[config.mk]
export PLATFORM = sky130hd
export DESIGN_NAME = packet_store_fwd
export DESIGN_NICKNAME = d
export VERILOG_FILES = /design/src/rtl/packet_store_fwd.sv
export SDC_FILE = /design/constraint.sdc
export NUM_CORES = 1
export LEC_CHECK = 0
export ABC_AREA = 1
export ABC_CLOCK_PERIOD_IN_PS = 5520
export BUFFER_PORTS_ARGS = -buffer_cell sky130_fd_sc_hd__clkbuf_2
export CAP_MARGIN = 25
export CORE_MARGIN = 5
export CORE_UTILIZATION = 55
export CTS_CLUSTER_DIAMETER = 50
export DETAILED_ROUTE_END_ITERATION = 10
export HOLD_SLACK_MARGIN = 0.15
export PLACE_DENSITY_LB_ADDON = 0.25
export SLEW_MARGIN = 25
export SYNTH_ARGS = -nofsm -noshare
export SYNTH_HDL_FRONTEND = slang
export SYNTH_SLANG_ARGS = --single-unit
[constraint.sdc]
create_clock -name clk -period 5.52 [get_ports clk]
set_clock_uncertainty 0.15 [all_clocks]
set_input_delay 1.104 -clock clk [delete_from_list [all_inputs] [get_ports clk]]
set_output_delay 1.104 -clock clk [all_outputs]
set_load 0.005 [all_outputs]
[src/rtl/packet_store_fwd.sv]
// Store-and-forward packet buffer: beats are held until the packet's last beat
// lands, then forwarded first-word fall-through. Packets that do not fit are
// dropped whole (input never stalls) and counted.
module packet_store_fwd #(
  parameter int unsigned DATA_WIDTH = 9,
  parameter int unsigned DEPTH      = 16
) (
  input  logic                      clk,
  input  logic                      reset,
  input  logic [DATA_WIDTH-1:0]     s_axis_tdata,
  input  logic                      s_axis_tvalid,
  input  logic                      s_axis_tlast,
  output logic                      s_axis_tready,
  output logic [DATA_WIDTH-1:0]     m_axis_tdata,
  output logic                      m_axis_tvalid,
  output logic                      m_axis_tlast,
  input  logic                      m_axis_tready,
  output logic [$clog2(DEPTH):0]    pkt_count,
  output logic [7:0]                drop_count,
  output logic                      overflow
);

  localparam int unsigned AW = $clog2(DEPTH);
  localparam int unsigned PW = AW + 1;

  typedef enum logic [1:0] {StIdle, StFill, StDrop} wr_state_e;

  wr_state_e             r_state;
  logic [PW-1:0]         r_wr_ptr;
  logic [PW-1:0]         r_wr_commit;
  logic [PW-1:0]         r_rd_ptr;
  logic                  r_ready;
  logic [PW-1:0]         r_pkt_count;
  logic [7:0]            r_drop_count;
  logic                  r_overflow;
  logic [DATA_WIDTH:0]   r_mem [DEPTH];

  logic [PW-1:0]         w_occ;
  logic                  w_full;
  logic                  w_in_xfer;
  logic                  w_write;
  logic                  w_commit;
  logic                  w_drop_evt;
  logic                  w_out_xfer;
  logic                  w_rd_last;
  logic [DATA_WIDTH:0]   w_rd_entry;

  // Occupancy is taken from registered pointers only, so a read in the same
  // cycle cannot rescue a beat that arrives while full.
  assign w_occ      = r_wr_ptr - r_rd_ptr;
  assign w_full     = (w_occ == PW'(DEPTH));
  assign w_in_xfer  = s_axis_tvalid & r_ready;
  assign w_write    = w_in_xfer & (r_state != StDrop) & ~w_full;
  assign w_commit   = w_write & s_axis_tlast;
  // Any accepted last beat that was not written ends a dropped packet.
  assign w_drop_evt = w_in_xfer & s_axis_tlast & ~w_write;

  assign w_rd_entry    = r_mem[r_rd_ptr[AW-1:0]];
  assign m_axis_tvalid = (r_rd_ptr != r_wr_commit);
  assign m_axis_tdata  = w_rd_entry[DATA_WIDTH-1:0];
  assign m_axis_tlast  = w_rd_entry[DATA_WIDTH] & m_axis_tvalid;
  assign w_out_xfer    = m_axis_tvalid & m_axis_tready;
  assign w_rd_last     = w_out_xfer & m_axis_tlast;

  assign s_axis_tready = r_ready;
  assign pkt_count     = r_pkt_count;
  assign drop_count    = r_drop_count;
  assign overflow      = r_overflow;

  // Write-side FSM: accept, commit on last beat, or rewind and drop.
  always_ff @(posedge clk or negedge reset) begin
    if (!reset) begin
      r_state     <= StIdle;
      r_wr_ptr    <= '0;
      r_wr_commit <= '0;
      r_ready     <= 1'b0;
    end else begin
      r_ready <= 1'b1;
      if (w_in_xfer) begin
        unique case (r_state)
          StIdle, StFill: begin
            if (!w_full) begin
              r_wr_ptr <= r_wr_ptr + PW'(1);
              if (s_axis_tlast) begin
                r_wr_commit <= r_wr_ptr + PW'(1);
                r_state     <= StIdle;
              end else begin
                r_state <= StFill;
              end
            end else begin
              r_wr_ptr <= r_wr_commit;
              r_state  <= s_axis_tlast ? StIdle : StDrop;
            end
          end
          StDrop: begin
            if (s_axis_tlast) r_state <= StIdle;
          end
          default: r_state <= StIdle;
        endcase
      end
    end
  end

  // Read pointer advances on every output handshake.
  always_ff @(posedge clk or negedge reset) begin
    if (!reset) begin
      r_rd_ptr <= '0;
    end else if (w_out_xfer) begin
      r_rd_ptr <= r_rd_ptr + PW'(1);
    end
  end

  // Packet / drop bookkeeping; overflow pulses the cycle after a drop ends.
  always_ff @(posedge clk or negedge reset) begin
    if (!reset) begin
      r_pkt_count  <= '0;
      r_drop_count <= '0;
      r_overflow   <= 1'b0;
    end else begin
      unique case ({w_commit, w_rd_last})
        2'b10:   r_pkt_count <= r_pkt_count + PW'(1);
        2'b01:   r_pkt_count <= r_pkt_count - PW'(1);
        default: r_pkt_count <= r_pkt_count;
      endcase
      if (w_drop_evt && (r_drop_count != 8'hFF)) r_drop_count <= r_drop_count + 8'd1;
      r_overflow <= w_drop_evt;
    end
  end

  // Storage array; contents are don't-care until committed, so no reset.
  always_ff @(posedge clk) begin
    if (w_write) r_mem[r_wr_ptr[AW-1:0]] <= {s_axis_tlast, s_axis_tdata};
  end

endmodule

==> results.toml, run 1 <==
[synthesis]
ys_seq_area_frac = 0.6759
async_reset_ff_frac = 0.1667
synth_mux_area_frac = 0
synth_top_family_by_area = "simple AND/OR/NAND/NOR gates"
ys_warn_count = 0
ys_seq_elements = 192
synth_xor_area_frac = 0.01690
ys_top_cells_by_area = "edfxtp_1 (58%), dfrtp_1 (9.7%), o21ai_0 (6.1%)"
synthesis.area_um2 = 8293
synth_commonest_cells = "edfxtp_1 (160), nor2_1 (132), o21ai_0 (101)"
synth_edf_count = 160
synth-compound-area-share = 0.1033
synth_ff_type = "edfxtp_1"
postSynthAreaPerCell_um2 = 11.33
syn-num-nets = 761
netlist_instances = 732
synth_top_area_cell = "edfxtp_1"
synthAdderAreaFrac = 0.02354
yosysTopAreaCellShare = 0.5794
synth_most_common_cell = "edfxtp_1"
synth_cell_types = 32
synthSimpleGateAreaFrac = 0.1382

[cts]
cts_tree = "yes"
htreeDepth = 4
hold_buffers = 0
cts.repair.resized = 0
cts_buffers = 17
clk_pin_slew_ns = 0.07
postCtsSetupBuffers = 0
clk_latency_ns = 0.43
root_buffer = "clkbuf_16"
clockBufferDepth = 2
cts_sinks = 192

[setup_path]
worstSetupEndpointType = "flip-flop"
worst_ep_required_time_ns = 5.70
cp-start-kind = "flip-flop"
cp_top_family = "adder cells"
path_class = "flip-flop to flip-flop"
cp.arrival_ns = 4.09
path_cells = "clkinv_1, ha_1, a21oi_1, nand3_1, nor2_4, nor2_8, nand2_1, ha_1, inv_1, fa_1, inv_1, nand2_1, nand2_1, a21oi_1, xor2_1, nand2_1, nand2_1"
crit_slowest_cell = "dfrtp_1"
worst-path-buf-inv = 3
cp_max_fo = 20
cpMostUsedCell = "nand2_1"
slowest_delay_ns = 0.79

[grt]
grt_pass1_vias = 5524
grt_start_max_net_pins = 85
antenna_found_initial = 0
grt_first_pass_wirelength_um = 29930
grt.total_usage = 0.2211
gr-total-overflow = 0

[detailed_routing]
dr.pass1.iters = 5
routedWlPerCell_um = 19.47
avgViaCountPerCell = 5.834
routed_wl_um = 18710
first_iter_violations = 644
via_count = 5606
drc = 0
ant_nets = 0

[placed_design]
gp_congestion = 0.8804
dp_hpwl_um = 11890
portBuffers = 39

[timing]
rsz0062_at_grt = "false"
period_minus_slack_ns = 3.912
worst_slew_pin_slew_ns = 0.9911
final-setup-viol-count = 0
setup_tns_ns = 0
fmax_mhz = 255.6
slew_headroom = 0.3368
period_share = 0.7088
final-hold-violation-count = 0
drv_slew = 0

[floorplan]
initial_core_util = 0.5663
die_y_um = 132.8
io_pins = 40
dieWidth_um = 132.8
core_region_area_um2 = 14640
die-area_um2 = 17630
rows = 44

[outcome]
status = "completed"

[pwr]
ir_drop_mv = 0.3413
p_leak_uw = 0.003423
power_density_nw_per_um2 = 519.1

[layout]
syn2layout_area_growth_pct = 10.83
layout-drive-gt1-share = 0.1094
final_util = 0.6276
finalNetCount = 793
diodes = 0

[run]
drv_cap = 0

[worst_hold_path]
hp-class = "flip-flop to flip-flop"
==> worst reg2reg max path: cells and delay by family (launching register included) <==
family | cells | cell delay (ns)
AO/OA/AOI/OAI | 2 | 0.27
XOR/XNOR | 1 | 0.14
adder cells (fa/ha/maj) | 3 | 0.98
buffers and inverters | 3 | 0.64
flip-flops | 1 | 0.79
AND/OR/NAND/NOR | 8 | 0.86
==> worst paths after layout <==
path	cells past startpoint	from	slack [ns]	to
max	17	r_rd_ptr[2]$_DFFE_PN0P_	1.61	pkt_count[4]$_DFFE_PN0P_
min	2	drop_count[5]$_DFFE_PN0P_	0.36	drop_count[5]$_DFFE_PN0P_
max reg2reg	17	r_rd_ptr[2]$_DFFE_PN0P_	1.61	pkt_count[4]$_DFFE_PN0P_
min reg2reg	2	drop_count[5]$_DFFE_PN0P_	0.36	drop_count[5]$_DFFE_PN0P_
max in group asynchronous	1	reset	4.03	r_rd_ptr[0]$_DFFE_PN0P_
min in group asynchronous	1	reset	0.61	drop_count[4]$_DFFE_PN0P_
==> kinds of logic after synthesis <==
family                   Yosys count
AO/OA/AOI/OAI                    153
XOR/XNOR                          16
adder cells (fa/ha/maj)           15
buffers and inverters             80
flip-flops                       192
other                              1
AND/OR/NAND/NOR                  275
==> registers in the layout (all words and copies together), names as in the netlist <==
name and count:
r_wr_commit 5, s_axis_tready 1, r_state 2, pkt_count 5
overflow 1, r_mem 160, r_rd_ptr 5, r_wr_ptr 5
drop_count 8
==> layout by cell type, fill, tap and decap left out, types with 2 or more instances in the layout <==
cell and instances:
edfxtp_1 160, nor2_1 130, o21ai_0 101, nand2_1 98, inv_1 44, clkbuf_2 39
nand3_1 31, dfrtp_1 31, o22ai_1 18, clkbuf_16 17, o211ai_1 15, ha_1 14
xor2_1 12, nand4_1 9, o21ai_1 6, o221ai_1 5, clkinv_1 4, xnor2_1 4
a21oi_1 4, clkinv_4 4, inv_2 3, clkinv_2 3, buf_4 3, nand3_2 2
nor2_8 2, nor2_2 2, bufinv_16 2, clkinvlp_4 2
==> metal layers <==
metal	vias up	routed length, µm	global-route usage
met5	-	0	0
met4	0	597	0.08776
met3	38	1216	0.05467
met2	231	8875	0.3485
met1	2713	8023	0.2975
li1	2624	-	-
==> report_power, final <==
part	internal [µW]	switching, µW
sequential	1720	130
combinational	578	1160
clock	664	524
==> cell type report <==
class | count | area [µm²]
Sequential cell | 192 | 5607
Fill cell | 1149 | 5453
Multi-Input combinational cell | 460 | 2347
Clock buffer | 18 | 429.2
Timing Repair Buffer | 44 | 252.7
Tap cell | 184 | 230.2
Inverter | 49 | 183.9
Clock inverter | 14 | 141.4
==> through the flow <==
step | std cells | setup slack (ns) | area [µm²] | power (µW) | hold slack (ns)
3_3_place_gp | 927 | 1.888 | 8581 | 3513 | 0.3325
3_5_place_dp | 927 | 1.667 | 8581 | 3570 | 0.3495
5_1_grt | 961 | 1.289 | 9191 | 5085 | 0.4010
2_1_floorplan | 732 | 2.388 | 8293 | 3033 | 0.3342
4_1_cts | 959 | 1.552 | 9151 | 4757 | 0.3658
6_report | 961 | 1.608 | 9191 | 4771 | 0.3644
Note: power is estimated with default switching activity, not from simulation.
==> run 2, diff against run 1 <==
--- a/config.mk
+++ b/config.mk
@@ -5,8 +5,8 @@
 export SDC_FILE = /design/constraint.sdc
 export NUM_CORES = 1
 export LEC_CHECK = 0
-export ABC_AREA = 1
-export ABC_CLOCK_PERIOD_IN_PS = 5520
+export ABC_AREA = 0
+export ABC_CLOCK_PERIOD_IN_PS = 3150
 export BUFFER_PORTS_ARGS = -buffer_cell sky130_fd_sc_hd__clkbuf_2
 export CAP_MARGIN = 25
 export CORE_MARGIN = 5
==> constraint.sdc (replaced) <==
create_clock -name clk -period 3.15 [get_ports clk]
set_clock_uncertainty 0.15 [all_clocks]
set_input_delay 0.63 -clock clk [delete_from_list [all_inputs] [get_ports clk]]
set_output_delay 0.63 -clock clk [all_outputs]
set_load 0.005 [all_outputs]
==> results.toml, run 2 <==
[timing]
slew_headroom = 0.4613
final-hold-violation-count = 0
setup_tns_ns = 0
period_share = 0.9610
final-setup-viol-count = 0
period_minus_slack_ns = 3.027
worst_slew_pin_slew_ns = 0.8081
drv_slew = 0
fmax_mhz = 330.4

[pwr]
ir_drop_mv = 0.5198
combPwrFrac = 0.354
p_sw_uw = 2655
seqPwrFrac = 0.388
switching_share = 0.3223
power_density_nw_per_um2 = 881.8
p_leak_uw = 0.003398
clock_power_share = 0.258
intPower_uw = 5582

[floorplan]
dieWidth_um = 130.9
io_pins = 40
core_region_area_um2 = 14420
rows = 44
die_y_um = 130.9
die-area_um2 = 17140
initial_core_util = 0.5575

[cts]
root_buffer = "clkbuf_16"
clk_pin_slew_ns = 0.07
clockBufferDepth = 2
cts_sinks = 192
cts_tree = "yes"
clk_latency_ns = 0.43
cts_buffers = 17
htreeDepth = 4

[synthesis]
synth_most_common_cell = "edfxtp_1"
ys_seq_elements = 192
synthesis.area_um2 = 8041
yosysTopAreaCellShare = 0.5975
ys_top_cells_by_area = "edfxtp_1 (60%), mux4_2 (11%), dfrtp_1 (10%)"
synth_cell_types = 41
synth_top_area_cell = "edfxtp_1"
syn-num-nets = 517
synth_ff_type = "edfxtp_1"
synth_commonest_cells = "edfxtp_1 (160), nand2_1 (61), mux4_2 (40)"
synth_edf_count = 160
postSynthAreaPerCell_um2 = 16.48
ys_seq_area_frac = 0.6971
netlist_instances = 488
ys_warn_count = 0
async_reset_ff_frac = 0.1667

[setup_path]
worst_ep_required_time_ns = 3.31
r2r_end = "pkt_count[4]$_DFFE_PN0P_"
critPathLaunch = "r_rd_ptr[0]$_DFFE_PN0P_"
cp.arrival_ns = 3.19
crit_end = "pkt_count[4]$_DFFE_PN0P_"
worstRegToRegCells = 13
cp-start-kind = "flip-flop"
cp_max_fo = 4
path_class = "flip-flop to flip-flop"
rrSetupSlack_ns = 0.12
worstSetupEndpointType = "flip-flop"
reg2reg_from = "r_rd_ptr[0]$_DFFE_PN0P_"

[detailed_routing]
routedWlPerCell_um = 21.27
first_iter_violations = 256
via_count = 4437
ant_nets = 0
avgViaCountPerCell = 5.838
dr.pass1.iters = 5
routed_wl_um = 16160
drc = 0

[layout]
final_common_cell = "edfxtp_1"
diodes = 0
finalNetCount = 592
nFillCells = 1032
syn2layout_area_growth_pct = 16.15
layout-drive-gt1-share = 0.2951
largest_reg_flops = 160
final_cell_mix = "edfxtp_1 (160), nand2_1 (61), mux4_2 (40)"
instances_no_fill = 760

[grt]
antenna_found_initial = 0
grt.total_usage = 0.2077
grt_start_max_net_pins = 33
grt_first_pass_wirelength_um = 25900
grt_pass1_vias = 4676
gr-total-overflow = 0

[placed_design]
place_inst = 723
portBuffers = 39
dp_hpwl_um = 10530
gp_congestion = 0.8425

[worst_hold_path]
hp-class = "flip-flop to flip-flop"

[run]
drv_cap = 0

[outcome]
status = "completed"
## run 2: cells by family after synthesis
kind of cell,after synthesis,synth area share
simple gates,129,0.07422
flops,192,0.6971
other cells,1,0.0004663
mux,50,0.1257
xor+xnor,23,0.02505
buf+inv,37,0.01945
fa+ha+maj,15,0.02427
compound gates,41,0.03376
## run 2: worst min path at each step
stage | endpoint | start | depth (start not counted) | slack (ns)
after CTS | pkt_count[4]$_DFFE_PN0P_ | pkt_count[4]$_DFFE_PN0P_ | 1 | 0.34
after global placement | r_state[0]$_DFFE_PN0P_ | r_state[0]$_DFFE_PN0P_ | 2 | 0.34
final | pkt_count[4]$_DFFE_PN0P_ | pkt_count[4]$_DFFE_PN0P_ | 1 | 0.34
after global routing | pkt_count[4]$_DFFE_PN0P_ | pkt_count[4]$_DFFE_PN0P_ | 1 | 0.35
after detailed placement | pkt_count[4]$_DFFE_PN0P_ | pkt_count[4]$_DFFE_PN0P_ | 1 | 0.33
after floorplan | drop_count[0]$_DFFE_PN0P_ | reset | 0 | 0.18
## run 2: metrics by stage
| stage | setup slack [ns] | power, µW | hold slack, ns | cell area, µm² | util |
|---|---|---|---|---|---|
| after floorplan | -0.2247 | 5172 | 0.1844 | 8103 | - |
| after global placement | 0.1544 | 5958 | 0.3351 | 8668 | 0.6010 |
| after detailed placement | 0.04510 | 6044 | 0.3268 | 8668 | 0.6010 |
| after CTS | 0.03774 | 8241 | 0.3428 | 9311 | 0.6456 |
| after global routing | -0.008278 | 8710 | 0.3489 | 9340 | 0.6476 |
| final | 0.1230 | 8237 | 0.3363 | 9340 | 0.6476 |
## run 2: metal layers
layer | part of all wire | vias to the layer above | global-route usage
li1 | - | 2011 | -
met1 | 0.44 | 2286 | 0.2895
met2 | 0.50 | 121 | 0.3344
met3 | 0.055 | 19 | 0.04187
met4 | 0.013 | 0 | 0.06655
met5 | 0 | - | 0
## run 2: worst max-delay path, stage by stage, from the launching register on
cell     delay [ns]
dfrtp_2        0.43
buf_4          0.18
mux4_2         0.50
nand2_1        0.08
nand3_1        0.07
o21ai_1        0.15
nor2_1         0.13
ha_4           0.20
ha_1           0.32
nor2b_1        0.14
o21ai_1        0.17
and3_1         0.19
nor3_2         0.05
xor2_1         0.15
## run 2: final cells by class
cell class / count / area (µm²) / area share
Clock inverter: 14 / 153.9 / 0.01648
Clock buffer: 18 / 429.2 / 0.04595
Inverter: 14 / 52.55 / 0.005626
Timing Repair Buffer: 79 / 539.3 / 0.05774
Tap cell: 184 / 230.2 / 0.02465
Multi-Input combinational cell: 259 / 2328 / 0.2493
Sequential cell: 192 / 5607 / 0.6003
## run 2: power groups by stage
stage / logic, µW / clock network (µW) / registers [µW]
3_5_place_dp: 2790 / 0 / 3250
3_3_place_gp: 2720 / 0 / 3240
6_report: 2920 / 2120 / 3190
2_1_floorplan: 1960 / 0 / 3210
5_1_grt: 3220 / 2270 / 3220
4_1_cts: 2900 / 2160 / 3190
## run 2: timing repair
| action | 4_1_cts | 5_1_grt |
|---|---|---|
| gates cloned | 0 | 0 |
| resized for setup | 2 | 7 |
| pin swaps | 0 | 1 |
| endpoints found under the hold margin | 3 | 0 |
| hold buffers | 1 | 0 |
| setup endpoints to repair | 9 | 10 |
| buffers inserted | 4 | 0 |
